File: config.mk
export PLATFORM = sky130hd
export DESIGN_NAME = receptor_serial_8p
export DESIGN_NICKNAME = d
export VERILOG_FILES = /design/src/rtl/receptor_serial_8p_pkg.sv /design/src/rtl/receptor_serial_8p_contador_baud.sv /design/src/rtl/receptor_serial_8p.sv
export SDC_FILE = /design/constraint.sdc
export NUM_CORES = 1
export LEC_CHECK = 0
export ABC_AREA = 1
export ABC_CLOCK_PERIOD_IN_PS = 3000
export BUFFER_PORTS_ARGS = -buffer_cell sky130_fd_sc_hd__clkbuf_2
export CORE_MARGIN = 5
export CORE_UTILIZATION = 45
export DETAILED_ROUTE_END_ITERATION = 6
export SLEW_MARGIN = 20
export SYNTH_ARGS = -nofsm -noshare
export SYNTH_HDL_FRONTEND = slang
export SYNTH_HIERARCHICAL = 1
export SYNTH_SLANG_ARGS = --single-unit
File: constraint.sdc
create_clock -name clock -period 3 [get_ports clock]
set_input_delay 0.3 -clock clock [delete_from_list [all_inputs] [get_ports clock]]
set_output_delay 0.3 -clock clock [all_outputs]
set_load 0.01 [all_outputs]
File: src/rtl/receptor_serial_8p_pkg.sv
// Shared definitions for the serial byte receiver: FSM state encoding,
// default baud divisor and the frame verdict helper.
package receptor_serial_8p_pkg;

    // 50 MHz / 115200 baud
    localparam int unsigned CLKS_PER_BIT_PADRAO = 434;

    // Encodings are shared with the 16-bit receiver top; keep values fixed.
    typedef enum logic [2:0] {
        StInicial  = 3'd0,
        StStart    = 3'd1,
        StDados    = 3'd2,
        StParidade = 3'd3,
        StStop     = 3'd4,
        StFim      = 3'd5
    } estado_t;

    // Parity matches the configured sense and the stop bit is high.
    function automatic logic calc_parity_ok(input logic [7:0] dado, input logic paridade,
                                            input logic stop, input logic impar);
        return ((^{dado, paridade}) == impar) && stop;
    endfunction

endpackage

File: src/rtl/receptor_serial_8p_contador_baud.sv
// Loadable baud down-counter. A load selects a full or half bit period;
// tick is high for the one cycle the count sits at zero, after which the
// counter explicitly reloads a full bit period.
module receptor_serial_8p_contador_baud #(
    parameter int unsigned CLKS_PER_BIT = 434
) (
    input  logic clock,
    input  logic reset,
    input  logic carregar,
    input  logic meio,
    output logic tick
);

    localparam int unsigned W = $clog2(CLKS_PER_BIT);
    localparam logic [W-1:0] CARGA_CHEIA = W'(CLKS_PER_BIT - 1);
    localparam logic [W-1:0] CARGA_MEIO  = W'(CLKS_PER_BIT / 2 - 1);

    logic [W-1:0] contagem_q;

    // Count down; reload on request or on reaching zero.
    always_ff @(posedge clock or negedge reset) begin
        if (!reset) begin
            contagem_q <= '0;
        end else if (carregar) begin
            contagem_q <= meio ? CARGA_MEIO : CARGA_CHEIA;
        end else if (contagem_q == '0) begin
            contagem_q <= CARGA_CHEIA;
        end else begin
            contagem_q <= contagem_q - 1'b1;
        end
    end

    // Tick ignores the load so the FSM can use it to decide its own transition.
    always_comb begin
        tick = (contagem_q == '0);
    end

endmodule

File: src/rtl/receptor_serial_8p.sv
// Asynchronous serial byte receiver: start, 8 data bits LSB first, parity,
// stop. One fim_receber strobe per completed frame with parity/framing verdict.
module receptor_serial_8p
    import receptor_serial_8p_pkg::*;
#(
    parameter int unsigned CLKS_PER_BIT   = CLKS_PER_BIT_PADRAO,
    parameter bit          PARIDADE_IMPAR = 1'b0
) (
    input  logic       clock,
    input  logic       reset,
    input  logic       rx,
    output logic [7:0] dados,
    output logic       fim_receber,
    output logic       parity_ok,
    output logic       erro_frame,
    output logic       ocupado
);

    estado_t    estado_q, estado_d;
    logic       rx_meta_q, rx_s;
    logic [7:0] shift_q;
    logic [2:0] idx_q;
    logic       bit_par_q;
    logic       tick;
    logic       carregar;
    logic       meio;

    // Two-flop synchroniser; resets to the idle line level.
    always_ff @(posedge clock or negedge reset) begin
        if (!reset) begin
            rx_meta_q <= 1'b1;
            rx_s      <= 1'b1;
        end else begin
            rx_meta_q <= rx;
            rx_s      <= rx_meta_q;
        end
    end

    // Baud timer reloads on every state change; half period for the start bit.
    assign carregar = (estado_d != estado_q);
    assign meio     = (estado_d == StStart);

    receptor_serial_8p_contador_baud #(
        .CLKS_PER_BIT (CLKS_PER_BIT)
    ) u_contador_baud (
        .clock    (clock),
        .reset    (reset),
        .carregar (carregar),
        .meio     (meio),
        .tick     (tick)
    );

    // State register.
    always_ff @(posedge clock or negedge reset) begin
        if (!reset) begin
            estado_q <= StInicial;
        end else begin
            estado_q <= estado_d;
        end
    end

    // Next-state logic.
    always_comb begin
        estado_d = estado_q;
        case (estado_q)
            StInicial:  if (!rx_s) estado_d = StStart;
            StStart:    if (tick) estado_d = rx_s ? StInicial : StDados;
            StDados:    if (tick && idx_q == 3'd7) estado_d = StParidade;
            StParidade: if (tick) estado_d = StStop;
            StStop:     if (tick) estado_d = StFim;
            StFim:      estado_d = StInicial;
            default:    estado_d = StInicial;
        endcase
    end

    // Outputs decoded from the state register.
    always_comb begin
        fim_receber = (estado_q == StFim);
        ocupado     = (estado_q != StInicial);
    end

    // Datapath: shift in data bits, capture parity, publish verdict at stop.
    always_ff @(posedge clock or negedge reset) begin
        if (!reset) begin
            shift_q    <= 8'h00;
            idx_q      <= 3'd0;
            bit_par_q  <= 1'b0;
            dados      <= 8'h00;
            parity_ok  <= 1'b0;
            erro_frame <= 1'b0;
        end else begin
            case (estado_q)
                StStart: idx_q <= 3'd0;
                StDados: begin
                    if (tick) begin
                        shift_q <= {rx_s, shift_q[7:1]};
                        idx_q   <= idx_q + 3'd1;
                    end
                end
                StParidade: if (tick) bit_par_q <= rx_s;
                StStop: begin
                    if (tick) begin
                        dados      <= shift_q;
                        parity_ok  <= calc_parity_ok(shift_q, bit_par_q, rx_s, PARIDADE_IMPAR);
                        erro_frame <= ~rx_s;
                    end
                end
                default: ;
            endcase
        end
    end

endmodule

# Word level (Yosys, flattened, before mapping)
# Index checks and enable logic that the tools add are counted.
[word_totals]
ff_bits = 36
out_inout_bits = 12
elab_cells = 46
[classes]
add_sub_neg = 2
n_eq_ne = 9
n_mux = 12
bitwise = 2
n_reduce_logical = 11
[ops]
columns = ["op", "count"]
rows = [
  ["2-to-1 mux 9 bit", 3],
  ["2-to-1 mux 3 bit", 6],
  ["case mux 3 bit (5 select lines)", 1],
  ["== test 3 bit (second input constant)", 3],
  ["logical NOT 9 bit", 1],
  ["parity 9 bit", 1],
  ["subtractor 9 x 1 -> 9 bit (second input constant)", 1],
  ["AND reduction 2 bit", 4],
  ["== test 3 x 1 -> 1 bit (second input constant)", 2],
  ["== test 3 x 2 -> 1 bit (second input constant)", 2],
  ["case mux 3 bit (2 select lines)", 1],
  ["adder 3 x 1 -> 3 bit (second input constant)", 1],
  ["logical NOT 3 bit", 1],
  ["inequality test 3 bit", 1],
  ["nonzero test 3 bit", 1],
  ["logical AND 1 bit", 2],
  ["2-to-1 mux 2 bit", 1],
  ["inequality test 2 bit (second input constant)", 1],
  ["inverter 1 bit", 2],
  ["nonzero test 2 bit", 1],
]

# Logic depth before layout (Yosys ltp)
[logic_depth]
ltp_word = 7
ltp_mapped = 17
ltp_nobuf = 17

# By module
# Netlist, hierarchy kept.
[modules_own_cells]
columns = ["module", "instances", "cells_each", "area_each_um2"]
rows = [
  ["receptor_serial_8p", 1, 164, 1308.8],
  ["receptor_serial_8p_contador_baud", 1, 68, 506.7],
]

# Worst setup path before layout
# OpenSTA, ideal clock, no wires.
[synth_path]
path_type = "register to register"
startpoint = "register u_contador_baud.contagem_q[0]"
endpoint = "register u_contador_baud.contagem_q[0]"
setup_time_ps = 117
arrival_time_ps = 2218
required_ps = 2883
slack_ps = 665
path_stages_with_launch = 16
path_buffers = 0
cell_sequence = "dfrtp_1 -> inv_1 -> ha_1 -> nand2_2 -> nor2_2 -> nand2_1 -> nor3_1 -> inv_1 -> nor2_4 -> nand2_1 -> nand4_1 -> nand3_1 -> inv_1 -> nand2_4 -> nor2_1 -> nor2_1"
[synth_rtl]
columns = ["element", "line", "source"]
rows = [
  ["from (decl)", "receptor_serial_8p_contador_baud.sv:18", "logic [W-1:0] contagem_q;"],
  ["from (signal assigned)", "receptor_serial_8p_contador_baud.sv:25", "contagem_q <= meio ? CARGA_MEIO : CARGA_CHEIA;"],
  ["from (signal assigned)", "receptor_serial_8p_contador_baud.sv:29", "contagem_q <= contagem_q - 1'b1;"],
  ["logical NOT 9 bit *", "receptor_serial_8p_contador_baud.sv:35", "tick = (contagem_q == '0);"],
  ["net tick", "receptor_serial_8p.sv:24", "logic tick;"],
  ["logical AND 1 bit", "receptor_serial_8p.sv:68", "StDados: if (tick && idx_q == 3'd7) estado_d = StParidade;"],
  ["2-to-1 mux 3 bit", "receptor_serial_8p.sv:68", ""],
  ["case mux 3 bit (5 select lines) *", "receptor_serial_8p.sv:65", "case (estado_q)"],
  ["inequality test 3 bit *", "receptor_serial_8p.sv:40", "assign carregar = (estado_d != estado_q);"],
  ["net carregar", "receptor_serial_8p.sv:25", "logic carregar;"],
  ["2-to-1 mux 9 bit *", "receptor_serial_8p_contador_baud.sv:24", "end else if (carregar) begin"],
]
# Mark *: on every way through the listed nets, which the timed path passes. The rest lies on a longest branch.
# A chain may end at the register's enable or synchronous reset.

# Worst setup path in the final report
[layout_path]
startpoint = "register u_contador_baud.contagem_q[0]"
endpoint = "register u_contador_baud.contagem_q[7]"
[layout_between]
elab_chain_len = 6
[layout_rtl]
columns = ["element", "line", "source"]
rows = [
  ["logical NOT 9 bit *", "receptor_serial_8p_contador_baud.sv:35", ""],
  ["net tick", "receptor_serial_8p.sv:24", ""],
  ["logical AND 1 bit", "receptor_serial_8p.sv:68", ""],
  ["2-to-1 mux 3 bit", "receptor_serial_8p.sv:68", ""],
  ["case mux 3 bit (5 select lines) *", "receptor_serial_8p.sv:65", ""],
  ["net estado_d[0]", "receptor_serial_8p.sv:19", "estado_t estado_q, estado_d;"],
  ["inequality test 3 bit *", "receptor_serial_8p.sv:40", ""],
  ["net carregar", "receptor_serial_8p.sv:25", ""],
  ["2-to-1 mux 9 bit *", "receptor_serial_8p_contador_baud.sv:24", ""],
]
# Marks and branches as above.

==> impl_metrics.py <==
metrics = {
    "clock_network": {
        "post-cts-setup-buffers": 0,
        "cts.sinks": 36,
        "clkSlewWorstSetupHoldPaths_ns": 0.07,
        "numCtsBuffers": 5,
        "clockRootBuffer": "clkbuf_8",
        "ctsHoldBuffers": 0,
        "htreeDepth": 2,
        "clk-insertion-delay-late_ns": 0.29,
        "cts_tree": "done",
        "ctsLongestPathBuffers": 2,
        "cts.repair.resized": 0,
    },
    "logic_synthesis": {
        "ys.flop_type": "dfrtp_1",
        "synth_top_area_share_pct": 46.9,
        "ys_ff_latch": 36,
        "synth_cell_type_count": 28,
        "synth_edf_count": 0,
        "synth.top_cells.by_area": "dfrtp_1, nand2_1, inv_1, o21ai_0, nor2_1",
        "synth_area_leader_cell": "dfrtp_1",
        "syn_nets": 238,
        "yosys_warnings": 6,
        "syn_area_per_cell_um2": 7.83,
        "synthTopCellsByCount": "nand2_1, dfrtp_1, inv_1",
        "synthesis.area_um2": 1820,
        "synth_most_common_cell": "nand2_1",
        "synth-seq-area-share_pct": 49.8,
        "synth_cells": 232,
        "async_flop_share_pct": 100,
    },
    "detailed_routing": {
        "ant_nets": 0,
        "drcViolationCount": 0,
        "first_pass_iters": 4,
        "drt-initial-drc-count": 87,
        "wire_per_inst_um": 11.0,
        "vias": 1424,
        "vias_per_cell": 4.72,
        "routed.top_layer": "met4",
        "wirelength_um": 3330,
        "wl_met3_um": 120,
        "met1_length_um": 1650,
        "routed-wl-met2_um": 1500,
    },
    "pwr": {
        "seq_power_share_pct": 57.3,
        "pwr-share-comb_pct": 1.3,
        "clkPwrFrac_pct": 41.5,
        "p_leak_nw": 1.02,
        "power_density_nw_per_um2": 421,
        "power.switching_mw": 0.181,
        "p_sw_share_pct": 21.2,
        "p_int_mw": 0.672,
        "irDropWorstVdd_mv": 0.257,
    },
    "timing": {
        "hold_violations": 0,
        "worst_slew_pin_slew_ns": 0.873,
        "slew_violations": 0,
        "fin_hold_ws_ns": 0.0951,
        "post-route-period-util_pct": 85.1,
        "clock.fmax_ghz": 0.392,
        "rsz0062_at_grt": "false",
        "finalClockSkew_ns": 0.00464,
        "relSlewSlack_pct": 41.8,
        "fin_setup_tns_ns": 0,
        "finalSetupViolCount": 0,
        "period_needed_ns": 2.55,
    },
    "global_route": {
        "grt_pass1_wl_um": 6200,
        "grt_overflow": 0,
        "grt_max_degree": 37,
        "grt.total_usage_pct": 14.8,
        "grt_pass1_vias": 1392,
        "antenna_found_initial": 0,
    },
    "hold_path": {
        "min_from": "rx",
        "hold_class": "primary input to register",
    },
    "floorplanning": {
        "die_w_um": 73.5,
        "dieArea_um2": 5400,
        "initial_core_util_pct": 46.0,
        "placement_rows": 23,
        "io_pins": 15,
        "die_y_um": 73.5,
        "core_area_um2": 3940,
    },
    "critical_path": {
        "crit_type": "register to register",
        "start_kind": "register",
        "cpMostUsedCell": "nand2_1",
        "cp_slowest_stage_delay_ns": 0.39,
        "cp.required_ns": 3.16,
        "arrival_ns": 2.71,
        "timing.rr.start": "u_contador_baud/contagem_q[0]",
        "worstPathCellList": "inv_1, ha_1, nand2_2, nor2_2, nand2_1, nor3_1, inv_1, nand2_1, nand2_1, inv_1, nand3_2, nand2_1, nand3_1, a21oi_1, nand3_1",
        "startpoint": "u_contador_baud/contagem_q[0]",
        "crit_fanout": 5,
        "critPathSlowestCell": "nor3_1",
        "end_kind": "register",
    },
    "flow_run": {
        "drv_cap": 0,
    },
    "final_layout": {
        "area_delta_synth_final_pct": 11.7,
        "nNetsFinal": 257,
        "drive_gt1_share_pct": 16.3,
        "antenna_cells": 0,
    },
    "placement": {
        "gp_routability_congestion": 0.829,
        "post-dp-hpwl_um": 2470,
        "io_buffers": 14,
    },
    "status": {
        "status": "finished, final reports clean",
    },
}
==> state kept, by name (all words and copies together), names as in the netlist <==
name,count
shift_q,8
bit_par_q,1
idx_q,3
erro_frame,1
rx_meta_q,1
rx_s,1
parity_ok,1
u_contador_baud/contagem_q,9
estado_q,3
dados,8
==> power groups by stage <==
stage	clock network, mW	logic, mW	registers (mW)
after floorplan	0	0.000616	0.498
after global placement	0	0.0119	0.498
after detailed placement	0	0.0118	0.498
after CTS	0.372	0.0119	0.488
after global routing	0.392	0.0135	0.488
final	0.354	0.0107	0.489
==> final timing paths <==
check	end	slack [ns]	cells past startpoint
min in group asynchronous	shift_q[5]	0.12	1
setup reg to reg	u_contador_baud/contagem_q[7]	0.45	15
setup / recovery	u_contador_baud/contagem_q[7]	0.45	15
hold / removal	rx_meta_q	0.1	1
max in group asynchronous	u_contador_baud/contagem_q[8]	2.34	1
hold reg to reg	rx_s	0.36	0
==> placed cells by master, fill, tap and decap left out, drive strengths merged, types with 2 or more instances in the layout <==
master / instances
a21oi: 4
buf: 2
clkbuf: 20
clkinv: 2
dfrtp: 34
dfstp: 2
ha: 3
inv: 32
nand2: 76
nand3: 16
nand4: 3
nor2: 25
nor3: 3
o21ai: 23
or2: 3
==> cell families (layout without fill, tap and decap cells) <==
| group | count (synthesis) | in the layout | synth area share, % |
|---|---|---|---|
| simple gates | 127 | 127 | 31.3 |
| xor+xnor | 1 | 1 | 0.483 |
| buf+inv | 36 | 56 | 8.13 |
| compound gates | 29 | 29 | 8.27 |
| fa+ha+maj | 3 | 3 | 2.07 |
| flops | 36 | 36 | 49.8 |
==> stage by stage <==
stage          util, %  setup slack (ns)  cells  instance area [µm²]  power (mW)
6_report          51.4             0.447    302                 2030       0.853
5_1_grt           51.4            0.0428    302                 2030       0.894
4_1_cts           51.4             0.448    302                 2030       0.872
3_5_place_dp      49.1             0.464    294                 1940       0.510
3_3_place_gp      49.1             0.495    294                 1940       0.510
2_1_floorplan        -             0.665    232                 1820       0.498
==> worst max-delay path: cells and delay by family (launching register included) <==
family / cells / cell delay (ns)
adders and majority gates: 1 / 0.25
AOI/OAI and AO/OA: 1 / 0.23
and+or+nand+nor: 10 / 1.17
buffers and inverters: 3 / 0.41
DFF: 1 / 0.36
==> layer usage <==
| layer | global-route usage [%] | vias to the layer above |
|---|---|---|
| met3 | 3.28 | 5 |
| met1 | 20.5 | 638 |
| met2 | 22.0 | 19 |
| met4 | 6.64 | 0 |
| li1 | - | 762 |
| met5 | 0 | - |
==> final cells by class <==
class | instances | area (µm²)
tap | 50 | 62.6
timing repair buffer | 16 | 85.1
sequential | 36 | 903
inverter | 32 | 120
clock inverter | 2 | 10.0
fill | 376 | 1910
clock buffer | 6 | 82.6
multi-input combinational | 160 | 764
No activity file was read; power rests on OpenSTA's default activity.
